$ cat config.mk
export PLATFORM = sky130hd
export DESIGN_NAME = palette_fill_master
export DESIGN_NICKNAME = d
export VERILOG_FILES = /design/src/rtl/palette_fill_master.sv
export SDC_FILE = /design/constraint.sdc
export NUM_CORES = 1
export LEC_CHECK = 0
export ABC_CLOCK_PERIOD_IN_PS = 2500
export BUFFER_PORTS_ARGS = -buffer_cell sky130_fd_sc_hd__buf_2
export CAP_MARGIN = 20
export CORE_UTILIZATION = 48
export DETAILED_ROUTE_END_ITERATION = 10
export PLACE_DENSITY = 0.81
export SYNTH_ARGS = -nofsm -noshare
export SYNTH_HDL_FRONTEND = slang
export SYNTH_SLANG_ARGS = --single-unit
$ cat constraint.sdc
create_clock -name clk -period 2.5 [get_ports clk]
set_input_delay 0.25 -clock clk [delete_from_list [all_inputs] [get_ports clk]]
set_output_delay 0.25 -clock clk [all_outputs]
set_load 0.02 [all_outputs]
$ cat src/rtl/palette_fill_master.sv
// rtl/palette_fill_master.sv - palette RAM fill/copy bus master
// Optional brightness scaling of write data: define PALFILL_FADE_EN.
module palette_fill_master #(
   parameter int TIMEOUT_W = 10
) (
   input  logic        clk,
   input  logic        rst_n,
   input  logic        start,
   input  logic [13:0] base,
   input  logic [13:0] count,
   input  logic        src_mode,
   input  logic [15:0] fill_color,
   output logic        src_rd,
   output logic [13:0] src_addr,
   input  logic [15:0] src_data,
   input  logic [4:0]  fade,
   output logic        pal_cs,
   output logic [13:0] pal_addr,
   output logic [15:0] pal_wdata,
   output logic        pal_rwn,
   output logic        pal_udsn,
   output logic        pal_ldsn,
   input  logic        pal_dtackn,
   output logic        busy,
   output logic        done,
   output logic        error
);

   typedef enum logic [2:0] {
      S_IDLE, S_FETCH, S_WAIT_SRC, S_ACCESS, S_RELEASE, S_DONE
   } state_t;

   state_t                state, state_nx;
   logic [13:0]           base_q, count_q, index_q;
   logic                  mode_q, error_q;
   logic [15:0]           fill_q, data_q;
   logic [TIMEOUT_W-1:0]  tcnt_q;
   logic                  dtack_ok, timeout_hit;

   // DTACKn is ignored in the first ACCESS cycle (tcnt_q==0)
   assign dtack_ok    = (state == S_ACCESS) && (tcnt_q != '0) && !pal_dtackn;
   assign timeout_hit = (state == S_ACCESS) && (tcnt_q == '1) && !dtack_ok;

   always_comb begin
      state_nx = state;
      case (state)
         S_IDLE:     if (start) state_nx = (count == 14'd0) ? S_DONE : S_FETCH;
         S_FETCH:    state_nx = mode_q ? S_WAIT_SRC : S_ACCESS;
         S_WAIT_SRC: state_nx = S_ACCESS;
         S_ACCESS: begin
            if (dtack_ok)         state_nx = S_RELEASE;
            else if (timeout_hit) state_nx = S_DONE;
         end
         S_RELEASE:  state_nx = (index_q + 14'd1 == count_q) ? S_DONE : S_FETCH;
         S_DONE:     state_nx = S_IDLE;
         default:    state_nx = S_IDLE;
      endcase
   end

   always_ff @(posedge clk or negedge rst_n) begin
      if (!rst_n) begin
         state   <= S_IDLE;
         base_q  <= '0;
         count_q <= '0;
         index_q <= '0;
         mode_q  <= 1'b0;
         fill_q  <= '0;
         data_q  <= '0;
         tcnt_q  <= '0;
         error_q <= 1'b0;
      end else begin
         state <= state_nx;
         if (state == S_IDLE && start) begin
            base_q  <= base;
            count_q <= count;
            mode_q  <= src_mode;
            fill_q  <= fill_color;
            index_q <= '0;
            error_q <= 1'b0;
         end
         if (state == S_FETCH && !mode_q) data_q <= fill_q;
         if (state == S_WAIT_SRC)         data_q <= src_data;
         tcnt_q <= (state == S_ACCESS) ? tcnt_q + 1'b1 : '0;
         if (timeout_hit)                 error_q <= 1'b1;
         if (state == S_RELEASE)          index_q <= index_q + 14'd1;
      end
   end

   assign pal_cs   = (state == S_ACCESS);
   assign pal_rwn  = !pal_cs;
   assign pal_udsn = !pal_cs;
   assign pal_ldsn = !pal_cs;
   assign pal_addr = base_q + index_q;
   assign src_rd   = (state == S_FETCH) && mode_q;
   assign src_addr = index_q;
   assign busy     = (state != S_IDLE) && (state != S_DONE);
   assign done     = (state == S_DONE);
   assign error    = error_q;

`ifdef PALFILL_FADE_EN
   logic [4:0] fade_sat;
   assign fade_sat = (fade > 5'd16) ? 5'd16 : fade;

   function automatic logic [3:0] scale(input logic [3:0] n, input logic [4:0] f);
      logic [8:0] p;
      p = 9'(n) * 9'(f);
      return p[7:4];
   endfunction

   assign pal_wdata = {scale(data_q[15:12], fade_sat), scale(data_q[11:8], fade_sat),
                       scale(data_q[7:4], fade_sat), data_q[3:0]};
`else
   logic unused_fade;
   assign unused_fade = ^fade;
   assign pal_wdata   = data_q;
`endif

endmodule
==> results.toml <==
[yosys]
synth_nets = 548
synth_area_sq_um = 4737
synth.distinct_cells = 51
synthCells = 461
synth_flop_cell = "dfrtp_1"
ys_seq_area_frac = 0.4702
postSynthAreaPerCell_sq_um = 10.28
ys_seq_elements = 89
async_reset_ff_frac = 1.000
synth_edf_count = 0
yosys_warnings = 0

[clock_tree]
clk_pin_slew_ps = 90
cts_root_buffer = "clkbuf_8"
clock_tree.buffer_depth = 2
cts_tree = "done"
numCtsBuffers = 9
htreeDepth = 3
cts_sinks = 89
clkLatencyLatePin_ps = 360

[power_and_ir_drop]
irDropWorstVdd_mv = 0.7734
leakage_uw = 0.002831
share_seq_of_total_power = 0.348
power.switching_uw = 2942
combPwrFrac = 0.515
clockPowerShare = 0.137
p_int_uw = 4040
p_sw_frac = 0.4214
pwr_density_cell_nw_per_um2 = 1167

[detailed_routing]
wl_met2_um = 5677
drt-total-wl_um = 11210
wl_met1_um = 4665
highest_layer = "met4"
drc = 0
route.met3.wl_um = 668
via_per_inst = 5.466
drtIter0Drc = 107
drt_first_pass_iters = 4
wire_per_inst_um = 15.31
antenna_left = 0
via_count = 4001

[cells_and_area]
fin_cells = 732
layout.area.seq_sq_um = 2228
multiInputGateArea_sq_um = 2485
diodes = 0
nFillCells = 765
drive_above_1_share = 0.3864
finalNetCount = 685
syn2layout_area_growth_pct = 26.31

[worst_setup_path]
cp.required_ps = 2250
start_kind = "register"
endpoint_kind = "output port"
worstSetupPathType = "reg2out"
crit_arrival_ps = 2660
cp_max_fo = 3
slowest_stage = "dfrtp_2"
slowest_delay_ps = 440
path_cells = "ha_4, inv_2, fa_2, nor2b_2, o31a_1, o41ai_2, buf_4, a21oi_4, or4_4, nand3_2, buf_6"
r2r_slack_ps = 170

[floorplan]
io_pins = 122
die_area_sq_um = 10270
fp.dieW_um = 101.3
die_y_um = 101.3
rows = 35
initial_core_util = 0.5031
core_area_sq_um = 9415

[placed_design]
numPortBuffers = 116
dpl.hpwl_um = 8252
gp_congestion = 0.8543
post-place-cells = 708

[timing]
tns_ps = -1915
fmax_mhz = 344.1
hold_violations = 0
clock_skew_ps = 15.67
fin_ws_ps = -405.8
max-slew-margin-rel = 0.4598
report.final.slew_viol_count = 0
max_slew.worst_pin.slew_ps = 807.3
finalCriticalPeriod_ps = 2906
rsz0062_at_grt = "yes"
setup_viol = 7
timing.final.crit_share = 1.162

[grt]
grt_antenna_before_repair = 0
grt_remaining_overflow = 0
grt_pass1_vias = 4117
grt_max_degree = 47
grtUsageTotal = 0.2346
grt_pass1_wl_um = 18880

[status]
outcome = "complete, but fails checks"
violations = "setup timing"

[hold_path]
hp-class = "in2reg"

[flow_run]
max_cap_violations = 0
## final timing paths
kind                                              start                 endpoint  cells past startpoint
worst min-delay path                            base[1]    base_q[1]$_DFFE_PN0P_                      3
worst max register to register  src_addr[1]$_DFFE_PN0P_     state[2]$_DFFE_PN0P_                      9
min in group asynchronous                         rst_n    fill_q[6]$_DFFE_PN0P_                      2
worst min register to register      tcnt_q[0]$_DFF_PN0_      tcnt_q[0]$_DFF_PN0_                      1
worst max-delay path            src_addr[0]$_DFFE_PN0P_             pal_addr[12]                     11
max in group asynchronous                         rst_n  count_q[11]$_DFFE_PN0P_                      3
## cell families (layout without fill, tap and decap cells)
family                   count (synthesis)  count (layout)  synth area share
AND/OR/NAND/NOR                        145             145            0.1458
AO/OA/AOI/OAI                           94              94            0.1278
flip-flops                              89              89            0.4702
multiplexers                            51              51            0.1197
buffers and inverters                   33             175           0.03090
XOR/XNOR                                32              32           0.05917
adder cells (fa/ha/maj)                 17              17           0.04649
## through the flow
step / power [uW] / setup WS [ps] / util / hold slack, ps / cell area, sq um
3_5_place_dp: 5820 / -190.0 / 0.5931 / 279.9 / 5584
4_1_cts: 6931 / -393.1 / 0.6272 / 85.89 / 5906
3_3_place_gp: 5641 / -126.0 / 0.5931 / 279.1 / 5584
2_1_floorplan: 4778 / -58.55 / - / -45.59 / 4751
5_1_grt: 7471 / -502.6 / 0.6355 / 100.5 / 5983
6_report: 6982 / -405.8 / 0.6355 / 105.7 / 5983
## sequential cells by signal, indices dropped and copies added (netlist names)
signal	flops
src_addr	14
base_q	14
pal_wdata	16
fill_q	16
tcnt_q	10
mode_q	1
count_q	14
state	3
error	1
## power groups by stage
stage          clock network, uW  registers (uW)  logic [uW]
2_1_floorplan                  0            2560        2210
3_3_place_gp                   0            2410        3230
3_5_place_dp                   0            2440        3380
4_1_cts                      992            2430        3510
5_1_grt                     1040            2510        3920
6_report                     958            2430        3600
## final cells by class
type                            count  share of cell area
Timing Repair Buffer              147              0.1447
Inverter                           12            0.007528
Multi-Input combinational cell    339              0.4153
Sequential cell                    89              0.3724
Tap cell                          129             0.02698
Clock inverter                      7             0.01234
Clock buffer                        9             0.02070
## repair_timing
item,in CTS,in global routing
resized for setup,20,15
endpoints found under the setup margin,8,10
hold buffers,1,0
cloned,0,0
setup buffers,6,2
endpoints found under the hold margin,43,0
pin swaps,7,2
## cells in the mapped netlist (2+ instances only)
cell / instances / area share
a41oi_1: 3 / 0.0055
ha_1: 16 / 0.042
dfrtp_1: 89 / 0.47
nand2b_1: 3 / 0.0040
buf_2: 6 / 0.0063
or2_2: 3 / 0.0040
xor2_1: 15 / 0.028
nor2_1: 61 / 0.048
nand3_1: 14 / 0.015
o22ai_1: 12 / 0.016
inv_1: 12 / 0.0095
nor4_1: 5 / 0.0066
a31oi_1: 2 / 0.0026
a21o_1: 5 / 0.0079
nor2b_1: 3 / 0.0040
mux2i_1: 6 / 0.013
and4_1: 3 / 0.0055
clkbuf_1: 12 / 0.0095
nand4_1: 8 / 0.011
a211oi_1: 3 / 0.0048
o21ai_0: 23 / 0.024
nor3_1: 8 / 0.0085
o21a_1: 7 / 0.011
and2_1: 5 / 0.0066
o41ai_1: 2 / 0.0037
o211ai_1: 3 / 0.0048
a21oi_1: 20 / 0.021
buf_4: 2 / 0.0032
and3_1: 3 / 0.0040
mux2_2: 45 / 0.11
or3_1: 3 / 0.0040
o31ai_1: 4 / 0.0063
xnor2_1: 17 / 0.031
nand2_1: 21 / 0.017
## worst max-delay path, delay by kind of cell, from the launching register on
kind                     cells  cell delay, ps
buffers and inverters        3             340
flip-flops                   1             440
adder cells (fa/ha/maj)      2             380
AO/OA/AOI/OAI                3             570
AND/OR/NAND/NOR              3             580
## metal layers
layer	global-route usage	up-vias
li1	-	1932
met5	0	-
met3	0.05590	19
met2	0.4223	133
met1	0.2757	1917
met4	0.07581	0
## cell usage in the layout (no fill, tap or decap), types with 12 or more instances in the layout
master,n
ha_1,15
o21ai_0,21
xnor2_1,15
buf_2,107
xor2_1,13
dfrtp_1,88
a21oi_1,19
o22ai_1,12
nand3_1,13
nor2_1,59
buf_4,34
nand2_1,21
mux2_2,45
Note: power is estimated with default switching activity, not from simulation.
